<file path="src/rtl/single_vector_load_if.sv">
// Handshake bundle between a serial element source, the vector loader and the
// downstream max tree: element stream in, assembled vector out.
interface single_vector_load_if #(
    parameter int WIDTH = 16
);
    localparam int CNT_W = $clog2(WIDTH + 1);

    logic              in_valid;
    logic              in_ready;
    logic [31:0]       a;
    logic              in_last;
    logic              out_valid;
    logic              out_ready;
    logic [31:0]       vector_c [WIDTH];
    logic [CNT_W-1:0]  out_count;

    modport master (
        output in_valid, a, in_last, out_ready,
        input  in_ready, out_valid, vector_c, out_count
    );

    modport slave (
        input  in_valid, a, in_last, out_ready,
        output in_ready, out_valid, vector_c, out_count
    );
endinterface

</file>
<file path="src/rtl/single_vector_load.sv">
// Serial-to-vector loader: gathers WIDTH singles (or fewer, ended by in_last,
// padded with the final element) into a fill buffer, then an output register.
module single_vector_load #(
    parameter int WIDTH = 16
) (
    input  logic               clk,
    input  logic               rst,
    single_vector_load_if.slave bus
);
    localparam int DATA_W = 32;
    localparam int IDX_W  = $clog2(WIDTH);
    localparam int CNT_W  = $clog2(WIDTH + 1);

    typedef enum logic {FILL, PEND} state_t;

    state_t            state_q, state_d;
    logic [IDX_W-1:0]  idx_q, idx_d;
    logic [DATA_W-1:0] fill_q [WIDTH];
    logic [DATA_W-1:0] fill_d [WIDTH];
    logic [CNT_W-1:0]  fill_cnt_q, fill_cnt_d;
    logic              out_valid_q, out_valid_d;
    logic [DATA_W-1:0] vec_q [WIDTH];
    logic [DATA_W-1:0] vec_d [WIDTH];
    logic [CNT_W-1:0]  cnt_q, cnt_d;

    logic              in_ready;
    logic              accept;
    logic              complete;
    logic              out_free;
    logic [CNT_W-1:0]  comp_cnt;

    assign in_ready = (state_q == FILL);
    assign accept   = bus.in_valid && in_ready;
    assign complete = accept && ((idx_q == IDX_W'(WIDTH - 1)) || bus.in_last);
    assign out_free = !out_valid_q || bus.out_ready;
    assign comp_cnt = CNT_W'(idx_q) + CNT_W'(1);

    always_comb begin
        state_d     = state_q;
        idx_d       = idx_q;
        fill_d      = fill_q;
        fill_cnt_d  = fill_cnt_q;
        out_valid_d = out_valid_q;
        vec_d       = vec_q;
        cnt_d       = cnt_q;

        // On completion the tail slots take the same element so the max is unchanged.
        if (accept) begin
            for (int i = 0; i < WIDTH; i++) begin
                if ((IDX_W'(i) == idx_q) || (complete && (IDX_W'(i) > idx_q))) begin
                    fill_d[i] = bus.a;
                end
            end
            idx_d = complete ? '0 : idx_q + IDX_W'(1);
        end

        if (out_valid_q && bus.out_ready) begin
            out_valid_d = 1'b0;
        end

        if (state_q == PEND) begin
            if (out_free) begin
                vec_d       = fill_q;
                cnt_d       = fill_cnt_q;
                out_valid_d = 1'b1;
                state_d     = FILL;
            end
        end else if (complete) begin
            // Free output register: bypass PEND and load the padded vector directly.
            if (out_free) begin
                vec_d       = fill_d;
                cnt_d       = comp_cnt;
                out_valid_d = 1'b1;
            end else begin
                fill_cnt_d  = comp_cnt;
                state_d     = PEND;
            end
        end
    end

    always_ff @(posedge clk or posedge rst) begin
        if (rst) begin
            state_q     <= FILL;
            idx_q       <= '0;
            out_valid_q <= 1'b0;
            cnt_q       <= '0;
            for (int i = 0; i < WIDTH; i++) begin
                vec_q[i] <= '0;
            end
        end else begin
            state_q     <= state_d;
            idx_q       <= idx_d;
            out_valid_q <= out_valid_d;
            cnt_q       <= cnt_d;
            vec_q       <= vec_d;
        end
    end

    // Fill buffer contents are meaningless until written, so they carry no reset.
    always_ff @(posedge clk) begin
        fill_q     <= fill_d;
        fill_cnt_q <= fill_cnt_d;
    end

    assign bus.in_ready  = in_ready;
    assign bus.out_valid = out_valid_q;
    assign bus.vector_c  = vec_q;
    assign bus.out_count = cnt_q;
endmodule

</file>
<file path="src/flat_wrapper.sv">
// flat-port wrapper written by rule: the top's interface ports become plain ports
module single_vector_load_flat 
#(
    parameter int WIDTH = 16
)
  (clk, rst, bus_in_valid, bus_a, bus_in_last, bus_out_ready, bus_in_ready, bus_out_valid, bus_vector_c, bus_out_count);
  single_vector_load_if #(.WIDTH(WIDTH)) bus_i ();
  input  logic clk;
  input  logic rst;
  input wire logic [$bits(bus_i.in_valid)-1:0] bus_in_valid;
  input wire logic [$bits(bus_i.a)-1:0] bus_a;
  input wire logic [$bits(bus_i.in_last)-1:0] bus_in_last;
  input wire logic [$bits(bus_i.out_ready)-1:0] bus_out_ready;
  output wire logic [$bits(bus_i.in_ready)-1:0] bus_in_ready;
  output wire logic [$bits(bus_i.out_valid)-1:0] bus_out_valid;
  output wire logic [$bits(bus_i.vector_c)-1:0] bus_vector_c;
  output wire logic [$bits(bus_i.out_count)-1:0] bus_out_count;
  assign bus_i.in_valid = bus_in_valid;
  assign bus_i.a = bus_a;
  assign bus_i.in_last = bus_in_last;
  assign bus_i.out_ready = bus_out_ready;
  assign bus_in_ready = bus_i.in_ready;
  assign bus_out_valid = bus_i.out_valid;
  assign bus_vector_c = {>>{bus_i.vector_c}};
  assign bus_out_count = bus_i.out_count;
  single_vector_load #(.WIDTH(WIDTH)) u_core (.clk(clk), .rst(rst), .bus(bus_i));
endmodule
</file>
<file path="config.mk">
export PLATFORM = sky130hd
export DESIGN_NAME = single_vector_load_flat
export DESIGN_NICKNAME = d
export VERILOG_FILES = /design/src/rtl/single_vector_load_if.sv /design/src/rtl/single_vector_load.sv /design/src/flat_wrapper.sv
export SDC_FILE = /design/constraint.sdc
export NUM_CORES = 1
export LEC_CHECK = 0
export ABC_AREA = 1
export CAP_MARGIN = 20
export CORE_MARGIN = 1
export CORE_UTILIZATION = 50
export DETAILED_ROUTE_END_ITERATION = 7
export PLACE_DENSITY_LB_ADDON = 0.3
export SLEW_MARGIN = 20
export SYNTH_ARGS = -nofsm -noshare
export SYNTH_HDL_FRONTEND = slang
export SYNTH_SLANG_ARGS = --single-unit
</file>
<file path="constraint.sdc">
create_clock -name clk -period 27.4 [get_ports clk]
set_input_delay 5.48 -clock clk [delete_from_list [all_inputs] [get_ports clk]]
set_output_delay 5.48 -clock clk [all_outputs]
set_load 0.005 [all_outputs]
</file>
* Yosys cells after proc, flatten, opt, wreduce, memory -nomap -nowiden
Cells that the tools add are included.
Cells by class: $add $sub $neg 2, multipliers 0, div/mod/pow operators 0, $lt $le $gt $ge 16, equality and inequality tests 18, shift operators 0, muxes and demuxes 33, bitwise operators 2, reduce and logical (&&, ||, !) cells 42
Operators with widths (number):
- $mux W512 | 5
- $mux W32 | 16
- $eq A4 B4 Y1 const A | 8
- $gt A4 B4 Y1 const A | 8
- $mux W5 | 4
- $logic_and A1 B1 Y1 | 19
- $logic_or A1 B1 Y1 | 18
- $eq A3 B4 Y1 const A | 4
- $gt A3 B4 Y1 const A | 4
- $eq A2 B4 Y1 const A | 2
- $gt A1 B4 Y1 const A | 2
- $gt A2 B4 Y1 const A | 2
- $mux W1 | 7
- $reduce_and A3 Y1 | 2
- $add A4 B1 Y5 const B | 1
- $add A4 B1 Y4 const B | 1
- $eq A1 B4 Y1 const A | 1
- $eq A4 B4 Y1 const B | 1
- $logic_not A4 Y1 | 1
- $mux W4 | 1
- $ne A2 B2 Y1 const B | 2
- $not A1 Y1 | 2
- $reduce_bool A2 Y1 | 1
- $logic_not A1 Y1 | 1
Word-level totals: bits in registers 1040, bits in latches 0, RAM bits 0, bits in read-only memories 0, input bits 37, output and inout port bits 519, logic and storage cells 150, memories 0

* Longest topological paths before layout
Gate-level depths: netlist of the first run.
word-level depth 10, depth in mapped cells 11, mapped depth without buffers 10

* Worst setup path before layout of the first run
OpenSTA, ideal clock, no wires.
path kind input to register, start point in bus_in_valid, end point reg u_core.fill_q[195] (netlist name), library setup time 0.115 ns, arrival time 6.579 ns, data required time 27.285 ns, slack 20.706 ns, stages on the path 7, path buffers 3, cell sequence nand2_4 -> inv_4 -> buf_2 -> buf_2 -> clkbuf_1 -> nand4_1 -> and2_1
RTL lines:
- start, declared | RTL line flat_wrapper.sv:10 | input wire logic [$bits(bus_i.in_valid)-1:0] bus_in_valid;
- end signal, assigned | RTL line single_vector_load.sv:101 | fill_q <= fill_d;
- end, declared | RTL line single_vector_load.sv:18 | logic [DATA_W-1:0] fill_q [WIDTH];

* Final worst setup path of the first run
start point in bus_in_valid, end point reg u_core.vec_q, in the netlist u_core.bus.vector_c[13]
Between the ends: word-level cells in the longest chain between the ends 9, elaborated cells on any way between the ends 12, those cells by class eq/ne: 1; mux: 5; reduce/logical: 6
Ends and longest elaborated chain:
- $logic_and A1 B1 Y1 * | RTL line single_vector_load.sv:33 | assign accept = bus.in_valid && in_ready;
- $logic_and A1 B1 Y1 | RTL line single_vector_load.sv:34 | assign complete = accept && ((idx_q == IDX_W'(WIDTH - 1)) || bus.in_last);
- $logic_and A1 B1 Y1 | RTL line single_vector_load.sv:50 | if ((IDX_W'(i) == idx_q) || (complete && (IDX_W'(i) > idx_q))) begin
- $logic_or A1 B1 Y1 | RTL line single_vector_load.sv:50
- $mux W32 | RTL line single_vector_load.sv:50
- $mux W512 | RTL line single_vector_load.sv:48 | if (accept) begin
- $mux W512 | RTL line single_vector_load.sv:70 | if (out_free) begin
- $mux W512 | RTL line single_vector_load.sv:68 | end else if (complete) begin
- $mux W512 | RTL line single_vector_load.sv:61 | if (state_q == PEND) begin
- end signal, assigned | RTL line single_vector_load.sv:95 | vec_q <= vec_d;
- end, declared | RTL line single_vector_load.sv:22 | logic [DATA_W-1:0] vec_q [WIDTH];
Mark *: on every way between the ends. The rest lies on a longest branch, timed or not. The select of a mux whose other input is x is not followed. A chain may end at the register's enable or synchronous reset.

==> flow_summary.toml, run 1 <==
[outcome]
status = "completed"

[power_and_ir_drop]
p_per_area_mw_per_mm2 = 105
sequentialPowerShare_pct = 43.8
internal-power_mw = 3.64
p_clk_share_pct = 29.1
p_switching_mw = 1.55
total_power_mw = 5.19
leakage_nw = 24.8
switching_share_pct = 29.9
combinationalPowerShare_pct = 27.1
peakVddDrop_mv = 0.0627

[global_route]
grt_overflow_total = 0
grt_pass1_vias = 31300
grt_pass1_wl_um = 187000
grt_use_total_pct = 29.9
grt_max_degree = 152
antenna_found_initial = 1

[finish]
fill_cells = 6491
fin_util_pct = 63.5
area_growth_pct = 24.7
drive_gt1_share_pct = 4.69
instances_no_fill = 6345
design_area_mm2 = 0.0495
fin_nets = 5255

[timing]
post-route-min-period_ns = 9.97
final-setup-viol-count = 0
hold_viol = 0
timing.final.crit_share_pct = 36.4
tns_ns = 0
fin_ws_ns = 17.43
worst_hold_slack_ns = 0.469
drv_slew = 0
max_freq_mhz = 100
tightest_slew_ns = 1.17
finClkSkew_ns = 0.0337
rsz0062_at_grt = "no"
relSlewSlack_pct = 21.9

[clock_network]
cts.repair.resized = 0
clock_path_buffers = 3
numCtsBuffers = 102
cts.sinks = 1040
clk_latency_ns = 0.67
postCtsHoldBufs = 0
path_clk_slew_ns = 0.07
tritoncts = "built"
htreeDepth = 3
clock-root-buffer = "clkbuf_16"
post_cts_buffers = 0

[detailed_routing]
dr.first_iter.drc_count = 3252
wl_um = 122000
via_count = 32800
antenna_left = 0
post-route-drc-count = 0
viasPerCell = 5.17
drt_first_pass_iters = 6
wl_per_cell_um = 19.3

[worst_hold_path]
whs_endpoint = "u_core.fill_q[502]"
holdPathStages = 2
hp-class = "reg2reg"
worstHoldStart = "u_core.fill_q[502]"

[critical_path]
cp_max_fo = 120
crit_required_ns = 28.00
critical_path_arrival_ns = 10.58
path_class = "in2reg"
worstSetupEndpointType = "flop"
start_kind = "input pin"
r2r_cells = 10
timing.rr.start = "u_core.state_q"
r2r_end = "u_core.bus.vector_c[13]"
rrSetupSlack_ns = 22.24

[die]
core_area_mm2 = 0.0780
start_util_pct = 50.9
die_width_um = 284
io_pins = 556
die_area_mm2 = 0.0806
fp.dieH_um = 284
num_rows = 102

[synthesis]
yosys_warnings = 0
syn_area_mm2 = 0.0397
ys_seq_area_share_pct = 59.1
synth-seq-cells = 1040
synth_cells = 4786
avgSynthCellArea_um2 = 8.30
ys_types = 29
syn-num-nets = 4827

[place]
port_buffers = 555
preCtsSetupSlack_ns = 16.87
hpwlAfterDp_um = 73900
place_inst = 6150
placed_area_mm2 = 0.0459
place.gp.congestion = 0.852

[job]
max_cap_viol_count = 0
==> sequential cells by signal, indices dropped and copies added (netlist names) <==
signal,cells
u_core.bus.vector_c,512
u_core.state_q,1
u_core.idx_q,4
u_core.bus.out_count,5
u_core.fill_q,512
u_core.fill_cnt_q,5
u_core.bus.out_valid,1
==> logic make-up (layout without fill, tap and decap cells) <==
group	count (synthesis)	in the layout	share of synthesized area, %
other	0	1	0
XOR/XNOR	1	1	0.0221
adder cells (fa/ha/maj)	4	4	0.126
buffers and inverters	701	1219	7.07
AO/OA/AOI/OAI	151	151	1.95
AND/OR/NAND/NOR	2889	2889	31.7
flip-flops	1040	1040	59.1
==> routing by layer <==
| layer | vias to the layer above | global-route usage [%] | wire length, µm |
|---|---|---|---|
| li1 | 15600 | - | - |
| met3 | 248 | 6.08 | 9600 |
| met5 | - | 0 | 0 |
| met2 | 1321 | 47.1 | 56300 |
| met4 | 0 | 13.7 | 5500 |
| met1 | 15600 | 39.6 | 50900 |
==> Yosys cell counts (all sizes together) <==
cell type	instances	area share, %
ha	4	0.13
nor2	50	0.47
inv	412	3.9
dfrtp	523	33
o21ai	111	1.4
o21bai	1	0.028
nor3	2	0.054
a31oi	5	0.079
xor2	1	0.022
edfxtp	5	0.38
nand3b	1	0.019
nand2	1841	17
a21oi	34	0.44
clkbuf	155	1.5
dfxtp	512	26
and2	350	5.5
nand4	31	0.49
nand3	614	7.7
buf	134	1.7
==> cell usage in the layout (no fill, tap or decap), types with 24 or more instances in the layout <==
master | synthesis | final
clkbuf_1 | 155 | 24
nand2_1 | 1838 | 1835
a21oi_1 | 33 | 33
dfxtp_1 | 512 | 512
inv_1 | 409 | 406
dfrtp_1 | 523 | 523
o21ai_1 | 61 | 60
o21ai_0 | 49 | 49
nor2_1 | 50 | 48
buf_4 | 6 | 57
clkdlybuf4s50_1 | 0 | 555
clkbuf_16 | 0 | 105
and2_1 | 350 | 350
nand3_1 | 614 | 612
nand4_1 | 31 | 31
==> critical path, cell delays in order <==
cell	delay [ns]
clkdlybuf4s50_1	0.60
nand2_4	0.19
inv_8	0.53
nand2_2	0.18
a21oi_4	0.51
buf_4	0.91
buf_4	0.82
buf_4	0.87
nand2_1	0.15
nand2_1	0.11
==> power groups by stage <==
| stage | Clock, mW | Combinational (mW) | Sequential [mW] |
|---|---|---|---|
| floorplan | 0 | 0.631 | 2.24 |
| global placement | 0 | 1.37 | 2.28 |
| detailed placement | 0 | 1.40 | 2.29 |
| CTS | 1.53 | 1.41 | 2.27 |
| global route | 1.59 | 1.56 | 2.31 |
| finish | 1.51 | 1.41 | 2.27 |
==> cell type report <==
type / count / area, µm² / share of cell area [%]
Timing Repair Buffer: 613 / 6000 / 12.1
Clock buffer: 150 / 3010 / 6.07
Inverter: 412 / 1570 / 3.17
Sequential cell: 1040 / 23500 / 47.4
Multi-Input combinational cell: 3045 / 13500 / 27.2
Clock inverter: 44 / 659 / 1.33
Tap cell: 1040 / 1300 / 2.63
Antenna cell: 1 / 2.50 / 0.00505
==> worst max-delay path by stage <==
| stage | start | to | cells past startpoint | slack, ns |
|---|---|---|---|---|
| 2_1_floorplan | rst | u_core.bus.out_count[0] | 1 | 7.31 |
| 3_3_place_gp | bus_in_valid | u_core.bus.vector_c[5] | 10 | 16.95 |
| 3_5_place_dp | bus_in_valid | u_core.bus.vector_c[13] | 10 | 16.87 |
| 4_1_cts | bus_in_valid | u_core.bus.vector_c[239] | 10 | 17.56 |
| 5_1_grt | bus_in_valid | u_core.bus.vector_c[354] | 10 | 17.16 |
| 6_report | bus_in_valid | u_core.bus.vector_c[13] | 10 | 17.43 |
Note: power is estimated with default switching activity, not from simulation.
==> run 2, diff against run 1 <==
==> constraint.sdc (replaced) <==
create_clock -name clk -period 9.6 [get_ports clk]
set_input_delay 1.92 -clock clk [delete_from_list [all_inputs] [get_ports clk]]
set_output_delay 1.92 -clock clk [all_outputs]
set_load 0.005 [all_outputs]
==> run 2 against run 1 <==
Largest cell class unchanged. Non-clock buffer count rose by 2. Via count increased by 0.83%. Final area up 0.25%. Critical path depth is 1 lower.
==> flow_summary.toml, run 2 (synthesized netlist as in run 1, its figures left out) <==
[outcome]
status = "completed"

[finish]
drive_gt1_share_pct = 4.92
fill_cells = 6437
area_growth_pct = 25.0
fin_nets = 5259
layout_common_cells = "1836 x nand2_1, 613 x nand3_1, 555 x clkdlybuf4s50_1"
final_common_cell = "nand2_1"

[critical_path]
cp_max_fo = 130
critPathTopFamily = "buffers and inverters"
r2r_end = "u_core.bus.vector_c[335]"
critPathSlowestCell = "buf_4"
cp_cell_sequence = "clkdlybuf4s50_1 > nand2_4 > inv_8 > nand2_2 > a21oi_4 > buf_4 > buf_4 > nand3_1 > nand2_1"
worstSetupEndpointType = "flop"
rrSetupSlack_ns = 5.61
slowest_delay_ns = 0.91
critical_path_arrival_ns = 5.83
start_kind = "input pin"
r2r_cells = 9
cp_common_cell = "buf_4"
path_class = "in2reg"
timing.rr.start = "u_core.state_q"
worstSetupStartpoint = "bus_in_valid"
crit_cells = 9
crit_required_ns = 10.19
crit_buf_inv = 4
endpoint = "u_core.bus.vector_c[335]"

[clock_network]
tritoncts = "built"
path_clk_slew_ns = 0.06
cts.sinks = 1040
clock-root-buffer = "clkbuf_16"
cts.repair.resized = 0
post_cts_buffers = 0
postCtsHoldBufs = 0
clk_latency_ns = 0.67
htreeDepth = 3
numCtsBuffers = 104
clock_path_buffers = 3

[detailed_routing]
wl_um = 124000
viasPerCell = 5.21
wl_per_cell_um = 19.6
antenna_left = 0
dr.first_iter.drc_count = 3195
drt_first_pass_iters = 7
post-route-drc-count = 0
via_count = 33100

[die]
fp.dieH_um = 284
core_area_mm2 = 0.0780
num_rows = 102
die_area_mm2 = 0.0806
die_width_um = 284
start_util_pct = 50.9
io_pins = 556

[global_route]
grt_overflow_total = 0
grt_use_met3_pct = 5.31
grt_use_met2_pct = 48.1
grt_use_total_pct = 30.6
grt_pass1_vias = 31800
grt_pass1_wl_um = 190000
grt_busiest_layer = "met2"
grtUsageMet1_pct = 40.9
antenna_found_initial = 6
grt_max_degree = 230

[place]
hpwlAfterDp_um = 74500
port_buffers = 555
place.gp.congestion = 0.826

[timing]
max_freq_mhz = 191
tns_ns = 0
finClkSkew_ns = 0.0271
hold_viol = 0
rsz0062_at_grt = "no"
tightest_slew_ns = 1.14
final-setup-viol-count = 0
timing.final.crit_share_pct = 54.6
relSlewSlack_pct = 23.9
drv_slew = 0
post-route-min-period_ns = 5.24

[worst_hold_path]
hp-class = "reg2reg"

[power_and_ir_drop]
peakVddDrop_mv = 0.196
leakage_nw = 24.8
total_power_mw = 14.8
p_per_area_mw_per_mm2 = 299

[job]
max_cap_viol_count = 0
## run 2: power by group
part           switching, mW  internal (mW)  total (mW)  leakage (nW)
clock                   1.77           2.52        4.29          1.80
combinational           1.95           2.09        4.04          12.4
sequential             0.772           5.74        6.51          10.6
total                   4.49           10.3        14.8          24.8
## run 2: final cells by class
cell class                      instances  area, µm²  area share, %
Sequential cell                      1040      23500           47.3
Multi-Input combinational cell       3045      13500           27.1
Timing Repair Buffer                  615       6170           12.4
Clock buffer                          136       2890           5.83
Inverter                              412       1570           3.16
Tap cell                             1040       1300           2.62
Clock inverter                         61        747           1.50
Antenna cell                            1       2.50        0.00504
## run 2: worst reg2reg max path: cells and delay by family (launching register included)
family / cells / cell delay (ns)
buf+inv: 4 / 2.51
simple gates: 4 / 0.73
flops: 1 / 0.46
compound gates: 1 / 0.23
## run 2: worst min path at each step
stage                  startpoint                 end  slack (ns)  cells after the start
2_1_floorplan   u_core.fill_q[10]   u_core.fill_q[10]        0.44                      2
3_3_place_gp    u_core.fill_q[15]   u_core.fill_q[15]        0.45                      2
6_report       u_core.fill_q[506]  u_core.fill_q[506]        0.46                      2
4_1_cts        u_core.fill_q[503]  u_core.fill_q[503]        0.47                      2
3_5_place_dp    u_core.fill_q[16]   u_core.fill_q[16]        0.46                      2
5_1_grt        u_core.fill_q[505]  u_core.fill_q[505]        0.48                      2
## run 2: metrics by stage
stage	cells	worst slack (ns)	utilization (%)	instance area [µm²]	hold WS (ns)
6_report	6350	4.36	63.7	49600	0.463
5_1_grt	6350	4.13	63.7	49600	0.485
4_1_cts	6346	4.33	63.5	49600	0.467
3_5_place_dp	6149	3.63	58.9	45900	0.456
3_3_place_gp	6146	3.69	58.8	45900	0.451
2_1_floorplan	4786	0.574	-	39700	0.437
## run 2: per-layer routing
| metal | vias up | part of all wire [%] |
|---|---|---|
| met5 | - | 0 |
| met4 | 0 | 4.9 |
| met3 | 286 | 7.4 |
| met2 | 1323 | 47 |
| met1 | 15800 | 41 |
| li1 | 15600 | - |
